## src/rtl/dmem_arbiter_pkg.sv

```systemverilog
// Shared memory-op encodings, arbiter state encodings and read-tag types for dmem_arbiter.
// Imported by the arbiter, its read-tag pipe and anything that talks to the data RAM.
package dmem_arbiter_pkg;

  localparam int MEM_OP_BITS = 2;

  localparam logic [MEM_OP_BITS-1:0] MEM_OP_NOP   = 2'd0;
  localparam logic [MEM_OP_BITS-1:0] MEM_OP_READ  = 2'd1;
  localparam logic [MEM_OP_BITS-1:0] MEM_OP_WRITE = 2'd2;

  localparam int ARB_STATE_BITS = 2;

  typedef enum logic [ARB_STATE_BITS-1:0] {
    ARB_IDLE     = 2'd0,
    ARB_CPU_RD   = 2'd1,
    ARB_DBG_SLOT = 2'd2
  } arb_state_e;

  typedef enum logic {
    OWNER_CPU = 1'b0,
    OWNER_DBG = 1'b1
  } rd_owner_e;

  // One entry per in-flight RAM read: who gets the data when it comes back.
  typedef struct packed {
    logic      valid;
    rd_owner_e owner;
  } rd_tag_t;

  localparam rd_tag_t RD_TAG_EMPTY = '{valid: 1'b0, owner: OWNER_CPU};

  // Encoding 2'b11 is unused; it is treated like NOP rather than forwarded to the RAM.
  function automatic logic is_mem_req(input logic [MEM_OP_BITS-1:0] op);
    return (op == MEM_OP_READ) || (op == MEM_OP_WRITE);
  endfunction

endpackage

```

## src/rtl/arb_rd_tag_pipe.sv

```systemverilog
// Read-return tag pipeline: a DEPTH-stage shift register whose last stage lines up with
// the RAM read data, so the arbiter knows which port a returning word belongs to.
module arb_rd_tag_pipe
  import dmem_arbiter_pkg::*;
#(
  parameter int DEPTH = 1
) (
  input  logic    clk,
  input  logic    reset,
  input  rd_tag_t tag_in,
  output rd_tag_t tag_out
);

  rd_tag_t stage_q [DEPTH];

  // NOTE: this small array is reset on purpose -- a stale valid bit surviving reset would
  // produce a phantom dbg_rvalid or cpu return for a read the reset already cancelled.
  always_ff @(posedge clk or posedge reset) begin
    if (reset) begin
      for (int i = 0; i < DEPTH; i++) begin
        stage_q[i] <= RD_TAG_EMPTY;
      end
    end else begin
      stage_q[0] <= tag_in;
      for (int i = 1; i < DEPTH; i++) begin
        stage_q[i] <= stage_q[i-1];
      end
    end
  end

  assign tag_out = stage_q[DEPTH-1];

endmodule

```

## src/rtl/dmem_arbiter.sv

```systemverilog
// Data-RAM arbiter between the pipeline MEM-stage cpu port and the debug loader port.
// The cpu has priority; a wait counter forces a debug slot after MAX_WAIT refusals.
module dmem_arbiter
  import dmem_arbiter_pkg::*;
#(
  parameter int DATA_W   = 32,
  parameter int ADDR_W   = 16,
  parameter int RD_LAT   = 1,
  parameter int MAX_WAIT = 8
) (
  input  logic                   clk,
  input  logic                   reset,
  input  logic [MEM_OP_BITS-1:0] cpu_mem_op,
  input  logic [ADDR_W-1:0]      cpu_address,
  input  logic [DATA_W-1:0]      cpu_write_data,
  output logic [DATA_W-1:0]      cpu_read_data,
  output logic                   cpu_stall,
  input  logic                   dbg_req,
  input  logic                   dbg_we,
  input  logic [ADDR_W-1:0]      dbg_address,
  input  logic [DATA_W-1:0]      dbg_write_data,
  output logic                   dbg_gnt,
  output logic                   dbg_rvalid,
  output logic [DATA_W-1:0]      dbg_read_data,
  output logic [MEM_OP_BITS-1:0] ram_mem_op,
  output logic [ADDR_W-1:0]      ram_address,
  output logic [DATA_W-1:0]      ram_write_data,
  input  logic [DATA_W-1:0]      ram_read_data
);

  localparam int                WAIT_W   = $clog2(MAX_WAIT + 1);
  localparam logic [WAIT_W-1:0] WAIT_MAX = WAIT_W'(MAX_WAIT);

  arb_state_e        state_q, state_d;
  logic [WAIT_W-1:0] wait_cnt_q, wait_cnt_d;
  logic [DATA_W-1:0] cpu_rdata_q, dbg_rdata_q;
  rd_tag_t           tag_in, tag_out;

  logic cpu_req, cpu_is_read, cpu_rd_busy, force_dbg;
  logic cpu_win, dbg_win, cpu_ret, dbg_ret;

  // Arbitration. Reset gates both winners so every output reads 0 while reset is held.
  assign cpu_req     = is_mem_req(cpu_mem_op);
  assign cpu_is_read = (cpu_mem_op == MEM_OP_READ);
  assign cpu_rd_busy = (state_q == ARB_CPU_RD);
  assign force_dbg   = (state_q == ARB_DBG_SLOT) && dbg_req;
  assign cpu_win     = !reset && cpu_req && !cpu_rd_busy && !force_dbg;
  assign dbg_win     = !reset && dbg_req && !cpu_win;

  assign cpu_ret = tag_out.valid && (tag_out.owner == OWNER_CPU);
  assign dbg_ret = tag_out.valid && (tag_out.owner == OWNER_DBG);

  // During CPU_RD the held cpu request is the read already in flight, never a new one;
  // in the return cycle the stall drops so the pipeline advances with the data.
  assign cpu_stall = !reset && (cpu_rd_busy ? !cpu_ret
                                            : (cpu_req && (!cpu_win || cpu_is_read)));
  assign dbg_gnt   = dbg_win;

  // NOTE: every signal written here gets a default first, so no path through the block
  // leaves one unassigned and no latch is inferred.
  always_comb begin
    ram_mem_op     = MEM_OP_NOP;
    ram_address    = '0;
    ram_write_data = '0;
    tag_in         = RD_TAG_EMPTY;
    if (cpu_win) begin
      ram_mem_op     = cpu_mem_op;
      ram_address    = cpu_address;
      ram_write_data = cpu_write_data;
      tag_in         = '{valid: cpu_is_read, owner: OWNER_CPU};
    end else if (dbg_win) begin
      ram_mem_op     = dbg_we ? MEM_OP_WRITE : MEM_OP_READ;
      ram_address    = dbg_address;
      ram_write_data = dbg_write_data;
      tag_in         = '{valid: !dbg_we, owner: OWNER_DBG};
    end
  end

  // Wait counter and next state.
  always_comb begin
    wait_cnt_d = wait_cnt_q;
    state_d    = ARB_IDLE;
    if (!dbg_req || dbg_win) begin
      wait_cnt_d = '0;
    end else if (wait_cnt_q != WAIT_MAX) begin
      wait_cnt_d = wait_cnt_q + WAIT_W'(1);
    end
    if ((cpu_win && cpu_is_read) || (cpu_rd_busy && !cpu_ret)) begin
      state_d = ARB_CPU_RD;
    end else if (wait_cnt_d == WAIT_MAX) begin
      state_d = ARB_DBG_SLOT;
    end
  end

  // NOTE: state is updated with non-blocking assignments so every register samples the
  // values from before this edge, independent of statement order.
  always_ff @(posedge clk or posedge reset) begin
    if (reset) begin
      state_q     <= ARB_IDLE;
      wait_cnt_q  <= '0;
      cpu_rdata_q <= '0;
      dbg_rdata_q <= '0;
    end else begin
      state_q    <= state_d;
      wait_cnt_q <= wait_cnt_d;
      if (cpu_ret) begin
        cpu_rdata_q <= ram_read_data;
      end
      if (dbg_ret) begin
        dbg_rdata_q <= ram_read_data;
      end
    end
  end

  // Return data is forwarded in its arrival cycle and held afterwards; each port only
  // ever sees words whose tag names it as owner.
  assign cpu_read_data = cpu_ret ? ram_read_data : cpu_rdata_q;
  assign dbg_read_data = dbg_ret ? ram_read_data : dbg_rdata_q;
  assign dbg_rvalid    = dbg_ret;

  arb_rd_tag_pipe #(
    .DEPTH (RD_LAT)
  ) u_rd_tag_pipe (
    .clk     (clk),
    .reset   (reset),
    .tag_in  (tag_in),
    .tag_out (tag_out)
  );

endmodule

```

## config.mk

```make
export PLATFORM = sky130hd
export DESIGN_NAME = dmem_arbiter
export DESIGN_NICKNAME = d
export VERILOG_FILES = /design/src/rtl/dmem_arbiter_pkg.sv /design/src/rtl/arb_rd_tag_pipe.sv /design/src/rtl/dmem_arbiter.sv
export SDC_FILE = /design/constraint.sdc
export NUM_CORES = 1
export LEC_CHECK = 0
export BUFFER_PORTS_ARGS = -buffer_cell sky130_fd_sc_hd__buf_2
export CAP_MARGIN = 10
export CORE_MARGIN = 8
export CORE_UTILIZATION = 30
export DETAILED_ROUTE_END_ITERATION = 8
export GPL_TIMING_DRIVEN = 0
export PLACE_DENSITY = 0.65
export SLEW_MARGIN = 5
export SYNTH_ARGS = -nofsm -noshare
export SYNTH_HDL_FRONTEND = slang
export SYNTH_SLANG_ARGS = --single-unit
```

## constraint.sdc

```tcl
create_clock -name clk -period 4 [get_ports clk]
set_input_delay 0.8 -clock clk [delete_from_list [all_inputs] [get_ports clk]]
set_output_delay 0.8 -clock clk [all_outputs]
set_load 0.005 [all_outputs]
```

==> flow_metrics.py <==
metrics = {
    "outcome": {
        "outcome": "finished clean",
    },
    "setup_path": {
        "crit_path_frequent_cell": "buf_2",
        "cpPeakStageDelay_ns": 0.58,
        "timing.rr.start": "u_rd_tag_pipe.tag_out[1]",
        "startpoint": "cpu_mem_op[1]",
        "worstPathArrival_ns": 2.39,
        "crit_slowest_cell": "nor4_4",
        "crit_path_cell_trace": "buf_2 > inv_1 > ha_1 > nor4_4 > buf_6 > a22o_1 > buf_2",
        "cp-start-kind": "input port",
        "rrSetupSlack_ns": 2.34,
        "required_ns": 3.20,
        "end_kind": "output port",
        "critPathKind": "input port to output port",
        "r2r_end": "cpu_rdata_q[22]",
        "critPathMaxFanout": 10,
        "reg2reg_depth": 4,
    },
    "die": {
        "dieArea_um2": 15300,
        "top_level_ports": 251,
        "initial_core_util": 0.305,
        "placementRows": 39,
        "die_y_um": 124,
        "core_um2": 11400,
        "die_x_um": 124,
    },
    "logic_synthesis": {
        "synth_edf_count": 0,
        "synth.distinct_cells": 30,
        "ys_async_sr_fraction": 1.00,
        "synthFlopType": "dfrtp_1",
        "synth_nets": 383,
        "yosysSeqAreaShare": 0.519,
        "postSynthCellCount": 246,
        "syn_avg_cell_area_um2": 14.1,
        "ys_seq_elements": 72,
        "yosys-top-cells-area": "dfrtp_1 52%, mux2_2 21%, a22o_2 14%",
        "yosysWarningCount": 0,
        "synth_area_um2": 3470,
        "synth.top_cell.area_share": 0.519,
        "yosysTopAreaCell": "dfrtp_1",
    },
    "hold_path": {
        "hold_end": "dbg_rdata_q[18]",
        "hp-start": "dbg_rdata_q[18]",
        "hold-path-cell-count": 1,
        "hold_class": "flop to flop",
    },
    "pwr": {
        "seqPwrFrac": 0.356,
        "pwr_density_cell_nw_per_um2": 588,
        "p_leak_uw": 0.00275,
        "ir_drop_uv": 349,
        "comb_power_share": 0.370,
        "switching_share": 0.288,
        "power.total_uw": 3090,
        "p_switching_uw": 890,
        "pwr-share-clk": 0.274,
        "p_int_uw": 2200,
    },
    "timing": {
        "setup_violations": 0,
        "slew_headroom": 0.625,
        "fin_crit_sh": 0.798,
        "fin_setup_tns_ns": 0,
        "slew_violations": 0,
        "hold_viol": 0,
        "tightest_slew_ns": 0.558,
        "finalCriticalPeriod_ns": 3.19,
        "fmax_ghz": 0.313,
        "fin_skew_ns": 0.00434,
        "rsz0062_at_grt": "false",
    },
    "route": {
        "vias_per_cell": 4.86,
        "wl_um": 12900,
        "drt_iter0_markers": 88,
        "vias": 3197,
        "final_antenna_net_count": 0,
        "drc_errors": 0,
        "first_pass_iters": 4,
        "wl_per_cell_um": 19.7,
    },
    "clock_network": {
        "cts_tree": "done",
        "cts-resized-gates": 0,
        "clk_latency_ns": 0.33,
        "numCtsBuffers": 9,
        "cts_num_sinks": 72,
        "path_clk_slew_ns": 0.05,
        "cts_root_buffer": "clkbuf_16",
        "post_cts_buffers": 0,
        "cts_hold_buffers": 0,
        "htreeDepth": 3,
        "clockBufferDepth": 2,
    },
    "final_layout": {
        "final_nets": 645,
        "area_delta_synth_final_pct": 51.4,
        "post_route_cells_drive_above_1_share": 0.782,
        "seqCellArea_um2": 1800,
        "fillers": 1109,
        "final_util": 0.462,
        "multi_input_area_um2": 1500,
    },
    "place": {
        "dp_hpwl_um": 10700,
        "finalWeightedCongestion": 0.878,
        "portBuffers": 250,
    },
    "grt": {
        "grt_max_degree": 48,
        "grt_pass1_wl_um": 18800,
        "grt_usage": 0.162,
        "antenna_found_initial": 2,
        "grt_pass1_vias": 3436,
        "overflow": 0,
    },
    "run": {
        "drv_cap": 0,
    },
}
-- power by group through the flow --
stage                     Combinational [µW]  Clock (µW)  Sequential, µW
after floorplan                          611           0            1080
after global placement                  1140           0            1100
after detailed placement                1170           0            1120
after global routing                    1260         905            1130
after CTS                               1170         873            1100
final                                   1150         846            1100
-- registers in the layout, indices dropped and copies added, names as in the netlist --
register / count
u_rd_tag_pipe.tag_out: 2
cpu_rdata_q: 32
state_q: 2
wait_cnt_q: 4
dbg_rdata_q: 32
-- logic make-up after synthesis --
| logic type | after synthesis | synth area share |
|---|---|---|
| AO/OA/AOI/OAI | 58 | 0.159 |
| XOR/XNOR | 2 | 0.00505 |
| AND/OR/NAND/NOR | 23 | 0.0487 |
| flip-flops | 72 | 0.519 |
| buffers and inverters | 24 | 0.0497 |
| multiplexers | 64 | 0.208 |
| adder cells (fa/ha/maj) | 3 | 0.0108 |
-- worst max-delay path, delay by kind of cell --
kind | cells | cell delay, ns
AO/OA/AOI/OAI | 1 | 0.15
buffers and inverters | 4 | 0.51
adder cells (fa/ha/maj) | 1 | 0.35
AND/OR/NAND/NOR | 1 | 0.58
-- Yosys cell counts, drive strengths merged, types with 2 or more instances --
master,n
dfrtp,72
mux2,64
a22o,52
buf,16
inv,7
nand2,5
nor2,4
ha,3
a21oi,2
and2b,2
nand2b,2
nor3b,2
nor4,2
o21ai,2
-- per-stage QoR --
stage / cells / area, µm² / hold slack, ns / worst slack (ns)
after floorplan: 246 / 3470 / 0.485 / 0.596
after global placement: 639 / 4900 / 0.475 / -0.280
after detailed placement: 640 / 4930 / 0.479 / 0.779
after CTS: 656 / 5250 / 0.493 / 0.774
after global routing: 658 / 5260 / 0.498 / 0.704
final: 658 / 5260 / 0.490 / 0.807
-- placed cells by master, fill, tap and decap left out, types with 2 or more instances in the layout --
cell type  synthesis  layout
clkbuf_16          0       9
a22o_1             4       4
nand2_1            5       5
buf_6             10      10
a21oi_1            2       2
mux2_2            64      64
nor2_1             4       4
diode_2            0       2
and2b_2            2       2
dfrtp_1           72      72
inv_1              7       6
nand2b_1           2       2
buf_2              6     256
ha_1               3       3
a22o_2            48      48
bufinv_16          0       2
clkinv_2           0       2
-- routing by layer --
layer  GRT usage  vias to the layer above  share of wire
met5           0                        -              0
met4      0.0722                        0          0.026
met3      0.0635                       19           0.11
met2       0.287                      156           0.51
met1       0.165                     1576           0.35
li1            -                     1446              -
-- how the worst max path moves through the flow --
stage                 endpoint  slack, ns  cells past startpoint
2_1_floorplan        cpu_stall       0.60                      2
3_3_place_gp         cpu_stall      -0.28                      4
3_5_place_dp   ram_address[15]       0.78                      6
4_1_cts        ram_address[15]       0.77                      6
5_1_grt        ram_address[15]       0.70                      7
6_report       ram_address[15]       0.81                      7
-- final cells by class --
cell class,count,share of cell area
Multi-Input combinational cell,150,0.285
Buffer,17,0.0279
Sequential cell,72,0.343
Antenna cell,2,0.000952
Clock buffer,9,0.0428
Inverter,7,0.00547
Tap cell,143,0.0340
Clock inverter,7,0.0181
Timing Repair Buffer,251,0.243
No activity file was read; power rests on OpenSTA's default activity.
